--- src/rtl/mac_pkg.sv ---
// rtl/mac_pkg.sv - shared types and constants for the MAC sequencer
package mac_pkg;

  typedef enum logic [1:0] {
    IDLE  = 2'd0,
    RUN   = 2'd1,
    DRAIN = 2'd2,
    DONE  = 2'd3
  } state_t;

  localparam logic MODE_4X4 = 1'b0;
  localparam logic MODE_8X8 = 1'b1;

  localparam int DRAIN_CYCLES = 2;

endpackage

--- src/rtl/mac_seq_ctrl_mult.sv ---
// rtl/mac_seq_ctrl_mult.sv - precision-scalable multiplier: one 8x8 or two 4x4 products
module Multiplier_8x8 (
  input  logic [7:0]  In_1,
  input  logic [7:0]  In_2,
  input  logic        Sign,
  input  logic        Mode,
  output logic [15:0] Result
);

  logic signed [8:0]  a_wide, b_wide;
  logic signed [4:0]  a_lo, b_lo, a_hi, b_hi;
  logic signed [15:0] prod_full;
  logic signed [7:0]  prod_lo, prod_hi;

  // One extra bit per operand lets a single signed multiply cover both signednesses.
  always_comb begin
    a_wide    = {Sign & In_1[7], In_1};
    b_wide    = {Sign & In_2[7], In_2};
    a_lo      = {Sign & In_1[3], In_1[3:0]};
    b_lo      = {Sign & In_2[3], In_2[3:0]};
    a_hi      = {Sign & In_1[7], In_1[7:4]};
    b_hi      = {Sign & In_2[7], In_2[7:4]};
    prod_full = 16'(a_wide) * 16'(b_wide);
    prod_lo   = 8'(a_lo) * 8'(b_lo);
    prod_hi   = 8'(a_hi) * 8'(b_hi);
    Result    = Mode ? prod_full : {prod_hi, prod_lo};
  end

endmodule

--- src/rtl/mac_seq_ctrl.sv ---
// rtl/mac_seq_ctrl.sv - dot-product MAC sequencer streaming operand beats through Multiplier_8x8
module mac_seq_ctrl
  import mac_pkg::*;
#(
  parameter int ACC_W = 24,
  parameter int LEN_W = 8
) (
  input  logic             clk,
  input  logic             rst_n,
  input  logic             start,
  input  logic [LEN_W-1:0] vec_len,
  input  logic             mode,
  input  logic             sign,
  input  logic             in_valid,
  output logic             in_ready,
  input  logic [7:0]       in_a,
  input  logic [7:0]       in_b,
  output logic             out_valid,
  input  logic             out_ready,
  output logic [ACC_W-1:0] acc_out,
  output logic             ovf,
  output logic             busy
);

  state_t           state, state_nxt;
  logic [LEN_W-1:0] len_q, beat_cnt;
  logic             mode_q, sign_q;
  logic [1:0]       drain_cnt;

  logic [7:0]       op_a, op_b;
  logic             op_valid;
  logic [15:0]      mul_res, prod_q;
  logic             prod_valid;

  logic [ACC_W-1:0] acc_q, term, full_ext, lo_ext, hi_ext;
  logic [ACC_W:0]   sum_u;
  logic             ovf_q, ovf_add;

  logic job_start, accept, last_beat;

  assign job_start = (state == IDLE) && start;
  assign accept    = in_valid && in_ready;
  assign last_beat = (beat_cnt == len_q - LEN_W'(1));

  Multiplier_8x8 u_mult (
    .In_1   (op_a),
    .In_2   (op_b),
    .Sign   (sign_q),
    .Mode   (mode_q),
    .Result (mul_res)
  );

  always_ff @(posedge clk or negedge rst_n) begin
    if (!rst_n) state <= IDLE;
    else        state <= state_nxt;
  end

  always_comb begin
    state_nxt = state;
    in_ready  = 1'b0;
    out_valid = 1'b0;
    busy      = 1'b1;
    case (state)
      IDLE: begin
        busy = 1'b0;
        if (start) state_nxt = (vec_len == '0) ? DONE : RUN;
      end
      RUN: begin
        in_ready = 1'b1;
        if (in_valid && last_beat) state_nxt = DRAIN;
      end
      DRAIN: begin
        if (drain_cnt == 2'(DRAIN_CYCLES - 1)) state_nxt = DONE;
      end
      DONE: begin
        out_valid = 1'b1;
        if (out_ready) state_nxt = IDLE;
      end
      default: state_nxt = IDLE;
    endcase
  end

  always_comb begin
    full_ext = sign_q ? {{(ACC_W-16){prod_q[15]}}, prod_q}
                      : {{(ACC_W-16){1'b0}}, prod_q};
    lo_ext   = sign_q ? {{(ACC_W-8){prod_q[7]}}, prod_q[7:0]}
                      : {{(ACC_W-8){1'b0}}, prod_q[7:0]};
    hi_ext   = sign_q ? {{(ACC_W-8){prod_q[15]}}, prod_q[15:8]}
                      : {{(ACC_W-8){1'b0}}, prod_q[15:8]};
    term     = (mode_q == MODE_8X8) ? full_ext : (hi_ext + lo_ext);
    sum_u    = {1'b0, acc_q} + {1'b0, term};
    // Signed overflow: operands agree in sign but the wrapped sum does not.
    ovf_add  = sign_q ? ((acc_q[ACC_W-1] == term[ACC_W-1]) &&
                         (sum_u[ACC_W-1] != acc_q[ACC_W-1]))
                      : sum_u[ACC_W];
  end

  always_ff @(posedge clk or negedge rst_n) begin
    if (!rst_n) begin
      len_q      <= '0;
      beat_cnt   <= '0;
      mode_q     <= MODE_8X8;
      sign_q     <= 1'b0;
      drain_cnt  <= '0;
      op_a       <= '0;
      op_b       <= '0;
      op_valid   <= 1'b0;
      prod_q     <= '0;
      prod_valid <= 1'b0;
      acc_q      <= '0;
      ovf_q      <= 1'b0;
    end else begin
      op_valid   <= accept;
      prod_valid <= op_valid;
      drain_cnt  <= (state == DRAIN) ? drain_cnt + 2'd1 : 2'd0;
      if (accept) begin
        op_a     <= in_a;
        op_b     <= in_b;
        beat_cnt <= beat_cnt + LEN_W'(1);
      end
      if (op_valid) prod_q <= mul_res;
      if (prod_valid) begin
        acc_q <= sum_u[ACC_W-1:0];
        ovf_q <= ovf_q | ovf_add;
      end
      if (job_start) begin
        len_q    <= vec_len;
        mode_q   <= mode;
        sign_q   <= sign;
        beat_cnt <= '0;
        acc_q    <= '0;
        ovf_q    <= 1'b0;
      end
    end
  end

  assign acc_out = acc_q;
  assign ovf     = ovf_q;

endmodule

--- config.mk ---
export PLATFORM = sky130hd
export DESIGN_NAME = mac_seq_ctrl
export DESIGN_NICKNAME = d
export VERILOG_FILES = /design/src/rtl/mac_pkg.sv /design/src/rtl/mac_seq_ctrl_mult.sv /design/src/rtl/mac_seq_ctrl.sv
export SDC_FILE = /design/constraint.sdc
export NUM_CORES = 1
export LEC_CHECK = 0
export CORE_ASPECT_RATIO = 0.9
export CORE_MARGIN = 5
export CORE_UTILIZATION = 43
export DETAILED_ROUTE_END_ITERATION = 10
export PLACE_DENSITY = 0.66
export SLEW_MARGIN = 20
export SYNTH_ARGS = -nofsm -noshare
export SYNTH_HDL_FRONTEND = slang
export SYNTH_SLANG_ARGS = --single-unit
--- constraint.sdc ---
create_clock -name clk -period 7 [get_ports clk]
set_input_delay 1.4 -clock clk [delete_from_list [all_inputs] [get_ports clk]]
set_output_delay 1.4 -clock clk [all_outputs]
set_load 0.02 [all_outputs]
==> results of run 1 <==
-- routing by layer --
metal	routed length [µm]	share of wire [%]	track usage (%)
met5	0	0	0
met4	313	1.4	3.71
met3	985	4.6	3.68
met2	9960	46	28.8
met1	10400	48	25.3
-- registers in the layout (all words and copies together), names as in the netlist --
register	cells
state	2
acc_out	24
beat_cnt	8
ovf	1
prod_q	16
sign_q	1
len_q	8
op_b	8
prod_valid	1
mode_q	1
op_valid	1
op_a	8
drain_cnt	2
-- cells by family after synthesis --
kind of cell | after synthesis | share of synthesized area, %
flip-flops | 81 | 21.5
multiplexers | 23 | 2.49
XOR/XNOR | 56 | 5.49
adder cells (fa/ha/maj) | 185 | 31.4
buffers and inverters | 191 | 7.64
AND/OR/NAND/NOR | 359 | 18.3
AO/OA/AOI/OAI | 190 | 13.1
-- worst paths after layout --
path	from	endpoint	slack, ns	cells past startpoint
max reg2reg	op_b[7]	prod_q[15]	1.09	18
max	op_b[7]	prod_q[15]	1.09	18
max in group asynchronous	rst_n	op_a[5]	4.96	2
min reg2reg	drain_cnt[0]	drain_cnt[0]	0.43	1
min in group asynchronous	rst_n	acc_out[16]	0.93	1
min	drain_cnt[0]	drain_cnt[0]	0.43	1
-- metrics by stage --
stage | cells | setup slack, ns | instance area, µm² | util, % | hold WS (ns)
after detailed placement | 1393 | 1.12 | 10200 | 47.3 | 0.423
final | 1409 | 1.09 | 10500 | 48.6 | 0.432
after global placement | 1393 | 1.27 | 10200 | 47.3 | 0.424
after CTS | 1409 | 1.09 | 10500 | 48.6 | 0.434
after floorplan | 1085 | 1.50 | 9440 | - | 0.389
after global routing | 1409 | 0.693 | 10500 | 48.6 | 0.467
-- cell usage after synthesis, types with 4 or more instances --
cell type  number
mux2i_1        19
ha_1           98
clkbuf_1       39
nand3_1        21
buf_1           4
nand2_1       146
dfrtp_1        80
xnor2_1        32
nand4_1         7
inv_1         144
o31ai_1         6
a211oi_1        5
o211ai_1        6
xor2_1         22
nand2b_1        6
a311oi_1        4
or3_1          11
a21oi_1        56
or2_2           6
o21a_1          8
a31oi_1         9
o21ai_0        40
and2_1         43
nor2_1         66
nor3_1          5
fa_1           87
o21ai_1        11
nor4_1          5
a21o_1         15
nor2b_1        12
and3_1         10
-- cell type report --
class | count | area [µm²]
multi-input combinational | 813 | 6690
clock inverter | 5 | 37.5
timing repair buffer | 63 | 616
inverter | 145 | 544
tap | 291 | 364
fill | 2078 | 11100
clock buffer | 11 | 243
sequential | 81 | 2030
==> flow_summary.rst, run 1 <==
.. list-table::
   :header-rows: 1

   * - Metric
     - Value
   * - Run status
     - complete, no violations
   * - Global-route total usage across every layer
     - 17.9%
   * - Final Cycle Share
     - 84.4%
   * - RSZ-0062 raised after global routing
     - false
   * - Placeable Area
     - 0.0216 mm²
   * - Initial antenna violation count
     - 0
   * - Number of gates resized after CTS
     - 0
   * - Worst EP arrival
     - 6.12 ns
   * - FP Rows
     - 51
   * - Final-report setup violation count
     - 0
   * - Post-synth EDFFs
     - 0
   * - TNS Setup
     - 0 ns
   * - Number of buffers added to fix hold violations after cts
     - 0
   * - Count of pins on the block boundary
     - 59
   * - Crit path capture type
     - register
   * - Horizontal die dimension
     - 166 µm
   * - IO Port Bufs
     - 58
   * - First-pass GRT wire length
     - 36900 µm
   * - Number of antenna-violating nets in the routed design
     - 0
   * - Kind of cell adding the most delay to the critical path
     - adder cells
   * - Cell area after synthesis
     - 0.00944 mm²
   * - Sequential element share of the synthesized area
     - 21.5%
   * - Yosys warnings
     - 0
   * - Remaining global-route overflow
     - 0
   * - Buffer cell driving the clock tree root
     - clkbuf_16
   * - CTS HTree Levels
     - 3
   * - Post-Synthesis Cells
     - 1085
   * - Fmax
     - 169 MHz
   * - Number of detailed-route iterations in the first pass
     - 5
   * - Commonest non-fill, non-tap cells in the layout
     - 146 x nand2_1, 144 x inv_1, 98 x ha_1
   * - Critical path class
     - reg -> reg
   * - DP Wirelength
     - 17000 µm
   * - Area fraction of the dominant cell type after synthesis
     - 21.2%
   * - Number of nets in the synthesized netlist
     - 1301
   * - Die Y
     - 151 µm
   * - Worst-skew pair later-pin latency
     - 0.36 ns
   * - Crit-path cells
     - nand2_1 > or2_2 > fa_1 > fa_1 > fa_1 > inv_1 > fa_1 > inv_1 > fa_1 > inv_1 > ha_1 > o21ai_1 > o21ai_1 > a2111oi_0 > or3_1 > nand3_1 > xnor2_1 > mux2i_1
   * - Relative slew slack
     - 37.9%
   * - Largest stage delay on the critical path
     - 0.56 ns
   * - Vias post-DR
     - 7426
   * - Worst clock skew
     - 0.0101 ns
   * - Number of buffer and inverter instances along the worst setup path
     - 3
   * - Net count of the finished layout
     - 1329
   * - Post-CTS Setup Repair Bufs
     - 0
   * - Vias/cell
     - 5.27
   * - Diodes inserted
     - 0
   * - Avg Cell Area, Syn
     - 8.70 µm²
   * - Crit path top cell by count
     - fa_1
   * - Vias in the first global route
     - 7384
   * - Crit Path Max Fanout
     - 11
   * - Area added between synthesis and finish
     - 11.5%
   * - Max-cap violations
     - 0
   * - Worst EP required
     - 7.21 ns
   * - Largest cells by area after synthesis
     - dfrtp_1 21%, fa_1 18%, ha_1 13%
   * - Clock slew at reported path FFs
     - 0.07 ns
   * - Register bit count reported by yosys
     - 81
   * - Maximum number of pins on one net before global-route repair
     - 60
   * - Maximum buffer depth of the clock tree
     - 2
   * - Asr flop ratio synth
     - 100%
   * - DRC marker count from the first detailed-route iteration
     - 369
   * - Tightest Hold Check Type
     - reg -> reg
   * - Starting density of the core
     - 43.6%
   * - Final Hold Fails
     - 0
   * - Tmin final
     - 5.91 ns
   * - Distinct cell type count of the synthesized netlist
     - 74
   * - Die Area
     - 0.0250 mm²
   * - Routability congestion estimate
     - 0.936
   * - Slew of the pin with the lowest slew margin
     - 0.931 ns
   * - Cell type contributing the most total cell area after synthesis
     - dfrtp_1
   * - Kind of start point of the critical path
     - register
   * - Detailed-route DRC error count
     - 0
   * - TritonCTS clock tree
     - done
   * - Most used flip-flop cell after synthesis
     - dfrtp_1
   * - Share of cells above drive strength 1
     - 4.11%
   * - Count of clock tree sinks
     - 81
   * - Slowest-stage cell, CP
     - dfrtp_1
   * - Wirelength per Cell
     - 15.3 µm
   * - Total routed wirelength
     - 21600 µm
   * - Count of final max-slew check failures
     - 0
   * - Leading cell type in the layout, fill and taps excluded
     - nand2_1
   * - Num CTS Buffers
     - 9
Power of run 1 is not shown: default switching activity piles up to over one toggle a cycle in this logic, so the estimate is an artifact.
==> run 2: changes to the inputs <==
Settings changed: PLACE_DENSITY 0.66 to 0.68.
Clock period 7 ns to 5.24 ns, I/O delays scaled along.
==> flow_summary.rst, run 2 (synthesis results as in run 1) <==
.. list-table::
   :header-rows: 1

   * - Metric
     - Value
   * - Kind of start point of the critical path
     - register
   * - Final-report setup violation count
     - 0
   * - Commonest non-fill, non-tap cells in the layout
     - 145 x nand2_1, 141 x inv_1, 95 x ha_1
   * - Remaining global-route overflow
     - 0
   * - FP Rows
     - 51
   * - Fillers
     - 2042
   * - Placeable Area
     - 0.0216 mm²
   * - TritonCTS clock tree
     - done
   * - Number of buffers added to fix hold violations after cts
     - 0
   * - Leading cell type in the layout, fill and taps excluded
     - nand2_1
   * - Worst EP arrival
     - 5.29 ns
   * - Slowest-stage cell, CP
     - or4_4
   * - Crit path capture type
     - register
   * - Maximum number of pins on one net before global-route repair
     - 50
   * - Detailed-route DRC error count
     - 0
   * - Clock slew at reported path FFs
     - 0.07 ns
   * - Largest stage delay on the critical path
     - 0.55 ns
   * - Buffer cell driving the clock tree root
     - clkbuf_16
   * - Worst reg2reg path depth
     - 18
   * - Max-cap violations
     - 0
   * - Horizontal die dimension
     - 166 µm
   * - Starting density of the core
     - 43.6%
   * - Relative slew slack
     - 38.9%
   * - Diodes inserted
     - 0
   * - Vias/cell
     - 5.28
   * - Area occupied by multi-input gates
     - 0.00684 mm²
   * - Crit Path Max Fanout
     - 17
   * - Max reg flops
     - 24
   * - Min-Delay Path Depth
     - 1
   * - First-pass GRT wire length
     - 36900 µm
   * - Worst-skew pair later-pin latency
     - 0.35 ns
   * - Num CTS Buffers
     - 9
   * - Area added between synthesis and finish
     - 15.9%
   * - FF+latch area
     - 0.00204 mm²
   * - Tightest Hold Check Type
     - reg -> reg
   * - Count of pins on the block boundary
     - 59
   * - Net count of the finished layout
     - 1363
   * - Maximum buffer depth of the clock tree
     - 2
   * - IO Port Bufs
     - 58
   * - Final Hold Fails
     - 0
   * - Total routed wirelength
     - 22100 µm
   * - Die Area
     - 0.0250 mm²
   * - Global-route total usage across every layer
     - 17.8%
   * - Run status
     - complete, no violations
   * - Vias post-DR
     - 7618
   * - Count of final max-slew check failures
     - 0
   * - Number of detailed-route iterations in the first pass
     - 5
   * - Die Y
     - 151 µm
   * - DP Wirelength
     - 17300 µm
   * - Crit-path cells
     - buf_6 > buf_6 > and3_4 > fa_1 > buf_4 > fa_1 > inv_1 > fa_1 > inv_1 > fa_1 > ha_1 > ha_1 > or4_4 > a21oi_4 > nor2_1 > xnor2_1 > mux2i_1 > mux2_2
   * - Critical path class
     - reg -> reg
   * - Slew of the pin with the lowest slew margin
     - 0.917 ns
   * - Count of clock tree sinks
     - 81
   * - Register-to-register path setup slack
     - 0.18 ns
   * - Routability congestion estimate
     - 0.886
   * - Number of antenna-violating nets in the routed design
     - 0
   * - DRC marker count from the first detailed-route iteration
     - 504
   * - Final core occ
     - 50.5%
   * - Kind of cell adding the most delay to the critical path
     - adder cells
   * - Wirelength per Cell
     - 15.3 µm
   * - Crit path top cell by count
     - fa_1
   * - Initial antenna violation count
     - 0
   * - CTS HTree Levels
     - 3
   * - Worst EP required
     - 5.47 ns
   * - Vias in the first global route
     - 7463
   * - Total stage count of the critical path
     - 18
   * - Number of buffer and inverter instances along the worst setup path
     - 5
   * - Final Cycle Share
     - 96.6%
   * - Tmin final
     - 5.06 ns
   * - Share of cells above drive strength 1
     - 9.38%
   * - Worst clock skew
     - 0.0108 ns
   * - Fmax
     - 197 MHz
run 2: cell types whose count changed in the layout (fill, tap and decap cells not counted), moves of 3 or more:
cell     previous run  this run
buf_4               6        38
dfrtp_1            80        74
dfrtp_2             0         6
ha_1               98        95
ha_4                0         3
inv_1             144       141
inv_2               0         3
nand3_1            21        18
nand3_2             1         4
run 2: timing repair:
action,in CTS,in global routing
gates cloned,0,0
hold endpoints to repair,0,0
endpoints found under the setup margin,1,4
pin swaps,1,15
gates resized for setup,0,37
setup buffers,0,5
run 2: metal layers:
metal	global-route usage, %	up-vias	wire length [µm]
met2	28.7	153	10200
met5	0	-	0
met3	2.68	17	1100
li1	-	3708	-
met1	25.8	3740	10500
met4	3.79	0	239
run 2: metrics by stage:
stage               instance area, µm²  hold WS, ns  TNS, ns  setup slack [ns]  instances
floorplan                         9450        0.389        0            0.0114       1085
global placement                 10500        0.425        0            0.0774       1422
detailed placement               10500        0.433        0            0.0288       1422
CTS                              10700        0.443        0            0.0331       1438
global route                     10900        0.462  -0.0627           -0.0430       1443
finish                           10900        0.439        0             0.176       1443
run 2: final timing paths:
check                              from            to
min in group asynchronous         rst_n   acc_out[16]
hold / removal             drain_cnt[0]  drain_cnt[0]
hold reg to reg            drain_cnt[0]  drain_cnt[0]
setup / recovery                 sign_q    prod_q[12]
setup reg to reg                 sign_q    prod_q[12]
max in group asynchronous         rst_n       op_b[0]
run 2: worst register-to-register path: cells and delay by family (launching register included):
| kind | cells | cell delay [ns] |
|---|---|---|
| muxes | 2 | 0.36 |
| AOI/OAI and AO/OA | 1 | 0.16 |
| and+or+nand+nor | 3 | 0.85 |
| DFF | 1 | 0.39 |
| xor gates and xnor gates | 1 | 0.17 |
| buffers and inverters | 5 | 0.56 |
| adders and majority gates | 6 | 2.46 |
run 2: final cells by class:
| class | instances | area share (%) |
|---|---|---|
| multi-input cells | 813 | 62.6 |
| clock inverters | 6 | 0.378 |
| well taps | 291 | 3.33 |
| repair buffers | 97 | 8.03 |
| flip-flops and latches | 81 | 18.6 |
| clock buffers | 10 | 2.09 |
| inverters | 145 | 4.98 |
Power of run 2 is left out for the same reason.
==> run 3: changes to the inputs <==
Settings changed: ABC_CLOCK_PERIOD_IN_PS set to 5240.
==> results of run 3 <==
Same layout as run 2: the final DEF is identical, and so are final timing and power.
Power of run 3 is left out for the same reason.
